==> src/rtl/board_input_conditioner.sv <==
// Board input conditioner: synchronised, debounced buttons plus a lock-qualified
// system reset sequencer. Define BOARD_INPUT_EVENT_EN for press/release pulses.
module board_input_conditioner #(
  parameter int N_BTN           = 2,
  parameter int DEBOUNCE_CYCLES = 240000,
  parameter int RST_HOLD_CYCLES = 1024,
  parameter int CNT_W           = 20
) (
  input  logic             clk,
  input  logic             rst,
  input  logic [N_BTN-1:0] btn_i,
  input  logic             locked_i,
  output logic [N_BTN-1:0] btn_o,
  output logic [N_BTN-1:0] press_o,
  output logic [N_BTN-1:0] release_o,
  output logic             sys_rst_n_o
);

  localparam logic [CNT_W-1:0] DB_LAST =
    CNT_W'(DEBOUNCE_CYCLES - 1);
  localparam logic [CNT_W-1:0] HOLD_LAST =
    CNT_W'(RST_HOLD_CYCLES - 1);

  typedef enum logic {
    HOLD,
    RUN
  } state_t;

  logic [N_BTN-1:0] btn_s1;
  logic [N_BTN-1:0] btn_s2;
  logic             lock_s1;
  logic             lock_s2;

  logic [N_BTN-1:0][CNT_W-1:0] db_cnt;
  logic [N_BTN-1:0]            hit;

  state_t           state;
  state_t           state_d;
  logic [CNT_W-1:0] hold_cnt;
  logic             sys_rst_n_d;

  always_ff @(posedge clk or posedge rst) begin
    if (rst) begin
      btn_s1  <= '0;
      btn_s2  <= '0;
      lock_s1 <= 1'b0;
      lock_s2 <= 1'b0;
    end else begin
      btn_s1  <= btn_i;
      btn_s2  <= btn_s1;
      lock_s1 <= locked_i;
      lock_s2 <= lock_s1;
    end
  end

  // A button is accepted once it has differed for DEBOUNCE_CYCLES cycles.
  always_comb begin
    hit = '0;
    for (int i = 0; i < N_BTN; i++) begin
      hit[i] = (btn_s2[i] != btn_o[i]) &&
               (db_cnt[i] == DB_LAST);
    end
  end

  always_ff @(posedge clk or posedge rst) begin
    if (rst) begin
      db_cnt <= '0;
    end else begin
      for (int i = 0; i < N_BTN; i++) begin
        if (btn_s2[i] == btn_o[i] || hit[i])
          db_cnt[i] <= '0;
        else
          db_cnt[i] <= db_cnt[i] + 1'b1;
      end
    end
  end

  always_ff @(posedge clk or posedge rst) begin
    if (rst)
      btn_o <= '0;
    else
      btn_o <= btn_o ^ hit;
  end

`ifdef BOARD_INPUT_EVENT_EN
  always_ff @(posedge clk or posedge rst) begin
    if (rst) begin
      press_o   <= '0;
      release_o <= '0;
    end else begin
      press_o   <= hit & btn_s2;
      release_o <= hit & ~btn_s2;
    end
  end
`else
  assign press_o   = '0;
  assign release_o = '0;
`endif

  always_ff @(posedge clk or posedge rst) begin
    if (rst) begin
      state       <= HOLD;
      sys_rst_n_o <= 1'b0;
    end else begin
      state       <= state_d;
      sys_rst_n_o <= sys_rst_n_d;
    end
  end

  always_comb begin
    state_d = state;
    unique case (state)
      HOLD:
        if (lock_s2 && hold_cnt == HOLD_LAST)
          state_d = RUN;
      RUN:
        if (!lock_s2)
          state_d = HOLD;
      default:
        state_d = HOLD;
    endcase
  end

  // Registered so the downstream reset never sees a comb glitch.
  always_comb begin
    sys_rst_n_d = (state_d == RUN);
  end

  always_ff @(posedge clk or posedge rst) begin
    if (rst)
      hold_cnt <= '0;
    else if (state != HOLD || !lock_s2 ||
             hold_cnt == HOLD_LAST)
      hold_cnt <= '0;
    else
      hold_cnt <= hold_cnt + 1'b1;
  end

endmodule

==> config.mk <==
export PLATFORM = sky130hd
export DESIGN_NAME = board_input_conditioner
export DESIGN_NICKNAME = d
export VERILOG_FILES = /design/src/rtl/board_input_conditioner.sv
export SDC_FILE = /design/constraint.sdc
export NUM_CORES = 1
export LEC_CHECK = 0
export BUFFER_PORTS_ARGS = -buffer_cell sky130_fd_sc_hd__buf_2
export CAP_MARGIN = 40
export CORE_MARGIN = 2
export CORE_UTILIZATION = 40
export CTS_BUF_LIST = sky130_fd_sc_hd__clkbuf_4 sky130_fd_sc_hd__clkbuf_8 sky130_fd_sc_hd__clkbuf_16
export DETAILED_ROUTE_END_ITERATION = 10
export GPL_TIMING_DRIVEN = 0
export PLACE_DENSITY_LB_ADDON = 0.05
export RECOVER_POWER = 100
export SYNTH_ARGS = -nofsm -noshare
export SYNTH_HDL_FRONTEND = slang
export SYNTH_SLANG_ARGS = --single-unit
==> constraint.sdc <==
create_clock -name clk -period 3.32 [get_ports clk]
set_input_delay 0.166 -clock clk [delete_from_list [all_inputs] [get_ports clk]]
set_output_delay 0.166 -clock clk [all_outputs]
set_load 0.02 [all_outputs]
==> out/metrics.yaml, run 1 <==
critical_path:
  crit_required_ns: 3.55
  cp_max_fo: 10
  crit_start: "db_cnt[0]$_DFF_PP0_"
  worstSetupStartpointType: "flip-flop"
  arrival_ns: 2.57
  r2r_setup_slack_ns: 0.97
  critical_path_class: "flip-flop to flip-flop"
  worst_setup_path_end_kind: "flip-flop"
  r2r.worst_path.cells: 7
  rr_startpoint: "db_cnt[0]$_DFF_PP0_"
  crit_end: "db_cnt[13]$_DFF_PP0_"
  r2r-end: "db_cnt[13]$_DFF_PP0_"
timing:
  fin_skew_ns: 0.00938
  fmax_ghz: 0.426
  finalMaxSlewViolations: 0
  setup_violations: 0
  tns_ns: 0
  worstMarginPinSlew_ns: 1.13
  finalCritPeriodShare: 0.707
  fin_crit_ns: 2.35
  final_hold_viol_count: 0
  maxSlewHeadroom: 0.247
  rsz0062_at_grt: "false"
routing:
  drc: 0
  dr_total_vias: 2403
  avgViaCountPerCell: 5.21
  wl_per_cell_microns: 13.6
  drtAntennaViolNets: 0
  first_iter_violations: 62
  drt-pass1-iter-count: 4
  wl_microns: 6270
logic_synthesis:
  synth_top_family_by_area: "simple AND/OR/NAND/NOR gates"
  yosysSeqAreaShare: 0.515
  synth_area_sq_mm: 0.00335
  ys_ff_latch: 69
  ys.warnings.count: 0
  yosys.area_share.simple: 0.266
  synth_edf_count: 0
  syn_inst: 325
  async_reset_ff_frac: 1.00
  synth_top_area_frac: 0.515
  avgSynthCellArea_sq_um: 10.3
  synth_top_flop_cell: "dfrtp_1"
  synth_compound_area_frac: 0.0709
  synthXorXnorAreaFrac: 0.0993
  synth_cell_types: 39
  synth_largest_area_cell: "dfrtp_1"
  synth.area.mux_share: 0.00672
  netlist_top_cells_area: "dfrtp_1, xor2_1, nor2_1, xnor2_1, nand3_1"
  synthAdderAreaFrac: 0.0112
power_and_ir_drop:
  power_density_mw_per_mm2: 463
  leakage_nw: 1.62
  ir_drop_mv: 0.252
  power_mw: 1.76
run:
  cap_violations: 0
cts:
  cts_made_buffers: 9
  cts.sinks: 69
  path_clk_slew_ns: 0.07
  cts_tree: "built"
  clkLatencyLatePin_ns: 0.34
  cts_buffer_depth: 2
  post_cts.repair.setup_buffers: 0
  root_buffer: "clkbuf_8"
  cts.htree.levels: 3
  cts_resized: 0
grt:
  first_global_vias: 2391
  grt_usage: 0.159
  grt_pass1_wl_microns: 11300
  grt.overflow.total: 0
  grt_max_degree: 46
  antenna_found_initial: 0
final_layout:
  final_net_count: 359
  drive_gt1_frac: 0.118
  antenna_cells: 0
  areaGrowthSynthToFinish_pct: 13.3
  fillers: 777
floorplan:
  row_count: 33
  ios: 12
  start_util: 0.410
  coreArea_sq_mm: 0.00818
  die_w_microns: 95.5
  die_area_sq_mm: 0.00913
  die_h_microns: 95.5
placed_design:
  dp_hpwl_microns: 4290
  gp_congestion: 0.705
  portBuffers: 7
min_path:
  hp-class: "flip-flop to flip-flop"
run_status:
  status: "finished clean"
layout by cell type (no fill, tap or decap), types with 4 or more instances in the layout:
| cell | instances |
|---|---|
| or3_1 | 13 |
| nand3_1 | 20 |
| nand4_1 | 11 |
| clkbuf_1 | 7 |
| buf_4 | 5 |
| xor2_1 | 20 |
| o21ai_0 | 14 |
| clkbuf_8 | 10 |
| or4_1 | 5 |
| o31ai_1 | 5 |
| buf_2 | 5 |
| nor2_1 | 46 |
| nand2_1 | 16 |
| dfrtp_1 | 69 |
| and3_1 | 10 |
| dlygate4sd3_1 | 4 |
| conb_1 | 4 |
| xnor2_1 | 18 |
| inv_1 | 7 |
| a21oi_1 | 18 |
| and4_1 | 7 |
through the flow:
step | setup WS (ns) | utilization | instance area, sq um | std cells | hold slack (ns)
2_1_floorplan | 1.41 | - | 3360 | 328 | 0.197
3_3_place_gp | 0.450 | 0.432 | 3530 | 440 | 0.273
3_5_place_dp | 1.38 | 0.435 | 3560 | 441 | 0.167
4_1_cts | 1.37 | 0.471 | 3850 | 461 | 0.341
5_1_grt | 0.666 | 0.465 | 3800 | 461 | 0.371
6_report | 0.974 | 0.465 | 3800 | 461 | 0.361
layout make-up:
cell class	instances	area, sq um	share of cell area
Buffer	10	57.6	0.0152
Sequential cell	69	1730	0.455
Multi-Input combinational cell	241	1530	0.402
Timing Repair Buffer	12	76.3	0.0201
Clock inverter	6	110	0.0290
Tap cell	105	131	0.0346
Inverter	8	31.3	0.00823
Clock buffer	10	138	0.0362
cell families (layout without fill, tap and decap cells):
group | after synthesis | in the layout
flip-flops | 69 | 69
buffers and inverters | 18 | 46
other | 1 | 4
AO/OA/AOI/OAI | 40 | 40
XOR/XNOR | 38 | 38
AND/OR/NAND/NOR | 154 | 154
adder cells (fa/ha/maj) | 3 | 3
multiplexers | 2 | 2
sequential cells by signal, indices dropped and copies added (netlist names), named ones only:
signal    cells
lock_s1       1
btn_s2        2
state         1
lock_s2       1
hold_cnt     20
db_cnt       40
btn_s1        2
critical path: stages (launching register included):
cell,delay [ns]
dfrtp_1,0.39
ha_1,0.22
and3_1,0.16
clkbuf_1,0.26
nand3_1,0.18
o21bai_1,0.65
buf_4,0.31
nor2_1,0.07
layer usage:
metal,wire length (microns),GRT usage,vias up
met5,0,0,-
met4,59,0.0393,0
met3,167,0.0522,6
met2,2960,0.255,19
met1,3080,0.210,1183
li1,-,-,1195
Yosys cell counts (2+ instances only):
cell type  number
a21oi_1        18
and2_1          4
and3_1          9
and3_2          3
and4_1          7
and4_4          3
buf_2           4
buf_4           5
dfrtp_1        69
ha_1            3
inv_1           8
mux2_2          2
nand2_1        16
nand3_1        19
nand4_1        11
nand4_4         2
nor2_1         46
nor3_1          3
nor4_1          3
nor4bb_1        2
o21ai_0        14
o31ai_1         5
or3_1          13
or4_1           5
xnor2_1        18
xor2_1         20
worst min-delay path by stage:
stage / slack [ns] / cells after the start / start / endpoint
after global placement: 0.27 / 1 / locked_i / lock_s1$_DFF_PP0_
after global routing: 0.37 / 0 / lock_s1$_DFF_PP0_ / lock_s2$_DFF_PP0_
after floorplan: 0.20 / 0 / btn_i[0] / btn_s1[0]$_DFF_PP0_
after detailed placement: 0.17 / 2 / rst / lock_s1$_DFF_PP0_
after CTS: 0.34 / 3 / rst / hold_cnt[7]$_DFF_PP0_
final: 0.36 / 0 / lock_s1$_DFF_PP0_ / lock_s2$_DFF_PP0_
report_power, final:
part | internal (mW) | total (mW) | switching, mW | leakage, nW
sequential | 0.853 | 0.863 | 0.0105 | 0.943
clock | 0.518 | 0.831 | 0.313 | 0.119
combinational | 0.0204 | 0.0635 | 0.0431 | 0.554
timing repair:
action                                  in CTS  in global routing
endpoints found under the setup margin       0                  0
hold buffers                                 4                  0
endpoints found under the hold margin       27                  0
(Power assumes the default switching activity.)
==> run 2: changes to the inputs <==
- ABC_AREA: not set -> 1
- clock period: 3.32 -> 2.2 ns (I/O delays scaled with it)
==> out/metrics.yaml, run 2 <==
power_and_ir_drop:
  ir_drop_mv: 0.279  # +11%
  power_density_mw_per_mm2: 599  # +29%
  leakage_nw: 1.83  # +14%
logic_synthesis:
  async_reset_ff_frac: 1.00  # unchanged
  synth_largest_area_cell: "dfrtp_1"
  avgSynthCellArea_sq_um: 7.64  # -26%
  synth_top_area_frac: 0.467  # -0.0484
  synth_area_sq_mm: 0.00370  # +10%
  netlist_top_cells_area: "dfrtp_1, nand2_1, nor2_1, inv_1, xor2_1"
  synth_commonest_cells: "nand2_1, nor2_1, dfrtp_1"
  synth_top_flop_cell: "dfrtp_1"
  synth_edf_count: 0  # unchanged
  syn_inst: 484  # +49%
  ys.warnings.count: 0  # unchanged
  ys_ff_latch: 69  # unchanged
  yosysSeqAreaShare: 0.467  # -0.0484
  yosysMostFrequentCell: "nand2_1"
  synth_cell_types: 23  # -41%
routing:
  drt-pass1-iter-count: 4  # unchanged
  drtAntennaViolNets: 0  # unchanged
  dr_total_vias: 2818  # +17%
  wl_microns: 6970  # +11%
  drc: 0  # unchanged
  avgViaCountPerCell: 4.50  # -14%
  wl_per_cell_microns: 11.1  # -18%
  first_iter_violations: 122  # +97%
run:
  cap_violations: 0  # unchanged
min_path:
  hp-class: "flip-flop to flip-flop"
  whs_path_depth: 0  # unchanged
  min-delay-start: "btn_s1[1]$_DFF_PP0_"
  min_to: "btn_s2[1]$_DFF_PP0_"
run_status:
  status: "finished clean"
timing:
  fin_skew_ns: 0.00837  # -0.00101 ns
  finalMaxSlewViolations: 0  # unchanged
  final_hold_viol_count: 0  # unchanged
  worstMarginPinSlew_ns: 0.762  # -0.367 ns
  finalCritPeriodShare: 0.812  # +0.106
  fin_crit_ns: 1.79  # -0.559 ns
  layout_setup_ws_ns: 0.413  # -0.561 ns
  setup_violations: 0  # unchanged
  fmax_ghz: 0.560  # +31%
  rsz0062_at_grt: "false"
  maxSlewHeadroom: 0.489  # +0.242
grt:
  grt_pass1_wl_microns: 12700  # +13%
  grt_max_degree: 54  # +17%
  first_global_vias: 2742  # +15%
  grt_usage: 0.161  # +0.00155
  grt.overflow.total: 0  # unchanged
  antenna_found_initial: 0  # unchanged
floorplan:
  coreArea_sq_mm: 0.00911  # +11%
  die_w_microns: 100  # +4.9%
  ios: 12  # unchanged
  die_h_microns: 100  # +4.9%
  die_area_sq_mm: 0.0100  # +9.9%
  row_count: 35  # +6.1%
  start_util: 0.406  # -0.00383
critical_path:
  arrival_ns: 2.01  # -0.56 ns
  path_buf_inv: 2  # unchanged
  slowest_delay_ns: 0.37  # -0.28 ns
  crit_required_ns: 2.42  # -1.13 ns
  path_cells: "ha_1 > nand2_1 > nor2_1 > nand2_1 > inv_1 > nand3_1 > nand2_2 > clkbuf_2 > nor2_1"
  critical_path_class: "flip-flop to flip-flop"
  cpLargestDelayFamily: "simple AND/OR/NAND/NOR gates"
  worst_setup_path_end_kind: "flip-flop"
  r2r_setup_slack_ns: 0.41  # -0.56 ns
  cp_slowest_cell: "dfrtp_1"
  rr_startpoint: "hold_cnt[0]$_DFF_PP0_"
  r2r.worst_path.cells: 9  # +2
  worstSetupStartpointType: "flip-flop"
  cp_max_fo: 10  # unchanged
  r2r-end: "hold_cnt[16]$_DFF_PP0_"
final_layout:
  areaGrowthSynthToFinish_pct: 10.1
  instances_no_fill: 626  # +36%
  multi_input_area_sq_mm: 0.00165  # +7.8%
  final_net_count: 518  # +44%
  largest_register: "db_cnt"
  fillers: 953  # +23%
  final_common_cell: "nand2_1"
  final_cell_mix: "nand2_1, nor2_1, dfrtp_1"
  seq_area_sq_mm: 0.00173  # unchanged
  largestRegisters: "db_cnt x40, hold_cnt x20"
  largest_register_ffs: 40  # unchanged
  antenna_cells: 0  # unchanged
  drive_gt1_frac: 0.0854  # -0.0325
cts:
  cts_made_buffers: 9  # unchanged
  clkLatencyLatePin_ns: 0.34  # about the same
  cts.htree.levels: 3  # unchanged
  cts.sinks: 69  # unchanged
  path_clk_slew_ns: 0.08  # about the same
  cts_buffer_depth: 2  # unchanged
  cts_tree: "built"
  root_buffer: "clkbuf_8"
placed_design:
  portBuffers: 7  # unchanged
  gp_congestion: 0.835  # +18%
  placed_cells: 606  # +37%
  dp_hpwl_microns: 5070  # +18%
  pre_cts_slack_ns: 0.576  # -0.801 ns
run 2: cell types whose count changed after synthesis, sizes merged, moves of 5 or more:
cell and delta:
nand2 +105, nor2 +81, inv +52, nand3 +15
or3 -13, and3 -12, and4 -11, a21oi -10
o21ai -10, nand4 -7, o31ai -6, or4 -5
xnor2 -5
run 2: through the flow:
step	util	hold WS (ns)	power (mW)	TNS (ns)	area, sq um
2_1_floorplan	-	0.141	1.40	0	3710
5_1_grt	0.447	0.364	2.57	0	4080
3_5_place_dp	0.430	0.0728	1.44	0	3920
6_report	0.447	0.354	2.44	0	4080
4_1_cts	0.456	0.246	2.50	0	4150
3_3_place_gp	0.427	0.218	1.43	-43.07	3880
run 2: metal layers:
| layer | GRT usage | vias to the layer above | share of wire |
|---|---|---|---|
| met5 | 0 | - | 0 |
| met4 | 0.0506 | 0 | 0.012 |
| met3 | 0.0397 | 7 | 0.021 |
| met2 | 0.244 | 19 | 0.45 |
| met1 | 0.228 | 1275 | 0.52 |
| li1 | - | 1517 | - |
run 2: area by class of cell:
| cell class | count | area share |
|---|---|---|
| Inverter | 60 | 0.0556 |
| Buffer | 8 | 0.0154 |
| Clock inverter | 6 | 0.0157 |
| Timing Repair Buffer | 12 | 0.0193 |
| Sequential cell | 69 | 0.424 |
| Tap cell | 111 | 0.0341 |
| Multi-Input combinational cell | 350 | 0.404 |
| Clock buffer | 10 | 0.0322 |
run 2: timing repair:
item / CTS / global route
setup buffers: 0 / 0
hold endpoints to repair: 19 / 0
hold buffers: 4 / 0
resized for setup: 0 / 0
run 2: cell families after synthesis:
group	share of synthesized area
other cells	0.00101
buf+inv	0.0812
simple gates	0.341
flops	0.467
compound gates	0.0223
xor+xnor	0.0781
fa+ha+maj	0.0101
run 2: worst max-delay path by stage:
stage	from	to	slack (ns)	cells past startpoint
after detailed placement	db_cnt[20]$_DFF_PP0_	db_cnt[20]$_DFF_PP0_	0.58	9
after floorplan	rst	asynchronous set/reset pin	0.35	1
after CTS	db_cnt[20]$_DFF_PP0_	db_cnt[36]$_DFF_PP0_	0.56	9
after global placement	rst	db_cnt[30]$_DFF_PP0_	-0.63	2
final	hold_cnt[0]$_DFF_PP0_	hold_cnt[16]$_DFF_PP0_	0.41	9
after global routing	hold_cnt[0]$_DFF_PP0_	hold_cnt[16]$_DFF_PP0_	0.21	9
run 2: report_power, final:
group	switching, mW	internal [mW]
clock	0.502	0.534
combinational	0.0680	0.0355
sequential	0.0143	1.29
